### config.mk
export PLATFORM = sky130hd
export DESIGN_NAME = pc_branch_unit
export DESIGN_NICKNAME = d
export VERILOG_FILES = /design/src/rtl/pc_branch_unit.sv
export SDC_FILE = /design/constraint.sdc
export NUM_CORES = 1
export LEC_CHECK = 0
export ABC_AREA = 1
export BUFFER_PORTS_ARGS = -buffer_cell sky130_fd_sc_hd__clkbuf_2
export CAP_MARGIN = 10
export CELL_PAD_IN_SITES_DETAIL_PLACEMENT = 0
export CELL_PAD_IN_SITES_GLOBAL_PLACEMENT = 1
export CORE_ASPECT_RATIO = 1.75
export CORE_MARGIN = 10
export CORE_UTILIZATION = 25
export DETAILED_ROUTE_END_ITERATION = 7
export GPL_TIMING_DRIVEN = 1
export HOLD_SLACK_MARGIN = 0.1
export PLACE_DENSITY = 0.69
export RECOVER_POWER = 25
export SYNTH_ARGS = -nofsm -noshare
export SYNTH_HDL_FRONTEND = slang
export SYNTH_SLANG_ARGS = --single-unit
### constraint.sdc
create_clock -name clk -period 2.9 [get_ports clk]
set_input_delay 0.29 -clock clk [delete_from_list [all_inputs] [get_ports clk]]
set_output_delay 0.29 -clock clk [all_outputs]
set_load 0.01 [all_outputs]
### src/rtl/pc_branch_unit.sv
// PC, flag register and branch resolution for the miniRISC EX stage.
// Optional build macro FLAG_BYPASS_EN: branches see same-cycle ALU flags.
module pc_branch_unit #(
  parameter int              PC_W     = 32,
  parameter logic [PC_W-1:0] RESET_PC = '0
) (
  input  logic            clk,
  input  logic            rst,
  input  logic            stall,
  input  logic            ex_valid,
  input  logic [PC_W-1:0] ex_pc,
  input  logic            flag_we,
  input  logic            fzero,
  input  logic            fsign,
  input  logic            fcarry,
  input  logic            br_en,
  input  logic [2:0]      br_cond,
  input  logic [PC_W-1:0] br_target,
  input  logic            halt_in,
  output logic [PC_W-1:0] pc,
  output logic [PC_W-1:0] pc_plus4,
  output logic            flush,
  output logic            link_we,
  output logic [PC_W-1:0] link_data,
  output logic [2:0]      flags_q,
  output logic            halted
);
  typedef enum logic [1:0] {RUN, FLUSH, HALT} state_e;

  localparam logic [PC_W-1:0] FOUR  = PC_W'(4);
  localparam logic [PC_W-1:0] ALIGN = ~PC_W'(3);

  state_e          state;
  logic            go;
  logic            taken;
  logic [2:0]      eflags;
  logic [PC_W-1:0] target;

  assign go        = ex_valid & ~stall & (state == RUN);
  assign pc_plus4  = pc + FOUR;
  assign link_data = ex_pc + FOUR;
  assign link_we   = ~rst & go & br_en & (br_cond == 3'b100) & ~halt_in;
  assign target    = br_target & ALIGN;

`ifdef FLAG_BYPASS_EN
  assign eflags = (flag_we & go) ? {fzero, fsign, fcarry} : flags_q;
`else
  assign eflags = flags_q;
`endif

  // eflags is {Z,S,C}
  always_comb begin
    taken = 1'b0;
    case (br_cond)
      3'b000, 3'b100: taken = 1'b1;
      3'b001:         taken = eflags[1];
      3'b010:         taken = eflags[2];
      3'b011:         taken = ~eflags[2];
      3'b101:         taken = eflags[0];
      3'b110:         taken = ~eflags[0];
      default:        taken = 1'b0;
    endcase
  end

  always_ff @(posedge clk or posedge rst) begin
    if (rst) begin
      state   <= RUN;
      pc      <= RESET_PC;
      flags_q <= 3'b000;
      flush   <= 1'b0;
      halted  <= 1'b0;
    end else begin
      case (state)
        RUN: begin
          if (flag_we & go) flags_q <= {fzero, fsign, fcarry};
          if (halt_in & go) begin
            state  <= HALT;
            halted <= 1'b1;
          end else if (br_en & taken & go) begin
            pc    <= target;
            state <= FLUSH;
            flush <= 1'b1;
          end else if (!stall) begin
            pc <= pc_plus4;
          end
        end
        // Stall keeps the bubble marked until the fetch actually advances
        FLUSH: begin
          if (!stall) begin
            pc    <= pc_plus4;
            state <= RUN;
            flush <= 1'b0;
          end
        end
        default: begin
          halted <= 1'b1;
        end
      endcase
    end
  end
endmodule

==> impl_metrics.csv <==
group,metric,value,unit
final_layout,nets,922,
pwr,ir_drop,284.3,uV
cts,cts_hold_buf,0,
die,dieHeight,186.4,um
synthesis,avgSynthCellArea,5.793,um2
final_layout,post-route-util,32.90,%
setup_path,crit_fanout,6,
final_layout,final-seq-area,925.9,um2
final_layout,final_cell_area,5087,um2
cts,clock_path_buffers,2,
final_layout,multiInputGateArea,2596,um2
place,placed_cell_area,4960,um2
grt,grtUsageTotal,14.79,%
grt,grt_first_pass_wirelength,25.60,mm
synthesis,synth_common_cells,"278 x nand2_1, 85 x nor2_1, 81 x inv_1",
die,num_rows,60,
synthesis,synth_enable_flop_cells,0,
hold_path,hold_class,"input port to flop",
timing,setup_viol,0,
synthesis,ys_seq_area_share,23.40,%
synthesis,synth-main-ff-cell,"dfrtp_1",
final_layout,final_cells,1030,
die,core-area,15460,um2
drt,drc,0,
pwr,p_leak,2.910,nW
grt,grt_pass1_vias,4797,
setup_path,reg2reg_depth,10,
cts,cts_resized,0,
die,io_pins,179,
place,dp_slack,0.7446,ns
drt,routedWlPerCell,15.72,um
cts,cts_root_buffer,"clkbuf_16",
setup_path,cp_num_buf_inv,1,
cts,clk_latency,0.29,ns
timing,finalCritPeriodShare,80.45,%
final_layout,diodes,0,
place,portBuffers,168,
die,die_w,115.1,um
synthesis,synth_cell_types,34,
cts,post_cts_buffers,0,
setup_path,cp.arrival,2.04,ns
drt,via_per_inst,4.473,
place,gp_congestion,0.9100,
cts,clkTransAtPathRegs,0.06,ns
timing,finClkSkew,0.006830,ns
hold_path,min_delay_path_depth,2,
setup_path,path_class,"flop to output port",
status,status,"finished, violations left",
die,die-area,21460,um2
timing,slew_headroom,-49.75,%
setup_path,cpLargestDelayFamily,"simple AND/OR/NAND/NOR gates",
pwr,p_per_area,243.9,nW/um2
place,dp_hpwl,13.29,mm
timing,period_minus_slack,2.333,ns
synthesis,ys_async_sr_fraction,100.0,%
timing,fmax,428.6,MHz
timing,hold_viol,0,
flow_run,cap_violations,1,
setup_path,crit_chain,"ha_1, nand2_1, nor2_1, nand3_1, nor2_1, nand2_1, nand2_1, clkbuf_2",
drt,drt-initial-drc-count,185,
timing,finalMaxSlewViolations,38,
grt,overflow,0,
timing,tightest_slew,2.246,ns
synthesis,synth_warnings,0,
synthesis,synth.most_common_cell,"nand2_1",
cts,htree_levels,2,
final_layout,area_growth,28.59,%
timing,timing.final.ws_setup,0.5671,ns
synthesis,synth_area_leaders,"nand2_1 26%, dfrtp_1 23%, nor2_1 8.1%",
die,initial_core_util,25.58,%
grt,grt_max_degree,38,
setup_path,crit_slowest_cell,"dfrtp_1",
place,placedCellCount,1022,
cts,tritoncts,"done",
status,violations,"capacitance limit, slew limit",
setup_path,endpoint_kind,"output port",
drt,drtAntennaViolNets,0,
drt,totalWireLength,16.19,mm
synthesis,synth_area,3956,um2
synthesis,synth_seq_cells,37,
setup_path,cp_common_cell,"nand2_1",
cts,cts-buffers-inserted,5,
grt,antenna_found_initial,0,
final_layout,fillers,1856,
cts,cts.sinks,37,
timing,rsz0062_at_grt,"no",
pwr,power,1.241,mW
timing,setup_tns,0,ns
synthesis,yosys.area.top_type,"nand2_1",
drt,num_vias,4607,
synthesis,yosysTopAreaCellShare,26.38,%
timing,timing.hold.ws,0.2418,ns
setup_path,cp-start-kind,"flop",
synthesis,syn_inst,683,
drt,drt_pass1_iterations,5,
setup_path,cp_num_cells,8,
final_layout,drive_gt1_share,25.24,%
setup_path,cp.required,2.61,ns
setup_path,slowest_delay,0.46,ns
sequential cells by signal (all words and copies together), names as in the netlist:
signal   flops
flush        1
pc          30
flags_q      3
state        2
halted       1
final timing paths:
kind,start,endpoint,slack (ns)
min,fzero,flags_q[2]$_DFFE_PP0P_,0.24
min in group asynchronous,rst,pc[31]$_DFFE_PP0P_,0.84
max in group asynchronous,rst,pc[3]$_DFFE_PP0P_,0.78
max,pc[3]$_DFFE_PP0P_,pc_plus4[20],0.57
max reg2reg,state[1]$_DFFE_PP0P_,pc[24]$_DFFE_PP0P_,0.84
min reg2reg,halted$_DFFE_PP0P_,halted$_DFFE_PP0P_,0.47
layer usage:
layer  GRT usage (%)  share of wire, %
met1           14.43                37
met2           28.60                55
met3           3.593               6.8
met4           4.780               2.1
met5               0                 0
logic make-up (layout without fill, tap and decap cells):
family	after synthesis	after routing	share of synthesized area, %
compound gates	41	41	5.281
buf+inv	108	266	11.26
other cells	1	4	0.09479
simple gates	449	449	48.42
flops	37	37	23.40
fa+ha+maj	2	2	0.6324
xor+xnor	42	42	10.06
mux	3	3	0.8538
cell type report:
| type | instances | area share (%) |
|---|---|---|
| multi-input combinational | 541 | 51.03 |
| inverter | 83 | 6.124 |
| clock buffer | 8 | 2.681 |
| timing repair buffer | 175 | 17.39 |
| tap | 186 | 4.575 |
| sequential | 37 | 18.20 |
where the power goes:
group	total (mW)	internal [mW]	leakage [nW]	switching (mW)
combinational	0.183	0.0721	2.34	0.111
clock	0.542	0.320	0.0652	0.221
sequential	0.516	0.516	0.507	0
placed cells by master, fill, tap and decap left out, types with 5 or more instances in the layout:
master     Yosys  layout
nand2_2        5       5
nor2_2         5       5
dfrtp_1       37      37
clkbuf_2       2     164
inv_1         81      81
nor2_4         7       7
nand4_1        8       8
o21ai_0       35      35
or2_2          5       5
nand3_1       33      33
clkbuf_1       7       8
clkbuf_16      0       5
nor3_1         8       8
xnor2_1       17      17
buf_4          7       6
nor2_1        85      85
xor2_1        21      21
nand2_1      278     278
worst reg2reg max path: cells and delay by family (launching register included):
| family | cells | cell delay (ns) |
|---|---|---|
| buffers and inverters | 3 | 0.90 |
| flip-flops | 1 | 0.40 |
| AND/OR/NAND/NOR | 6 | 0.40 |
| AO/OA/AOI/OAI | 1 | 0.30 |
No activity file was read; power rests on OpenSTA's default activity.
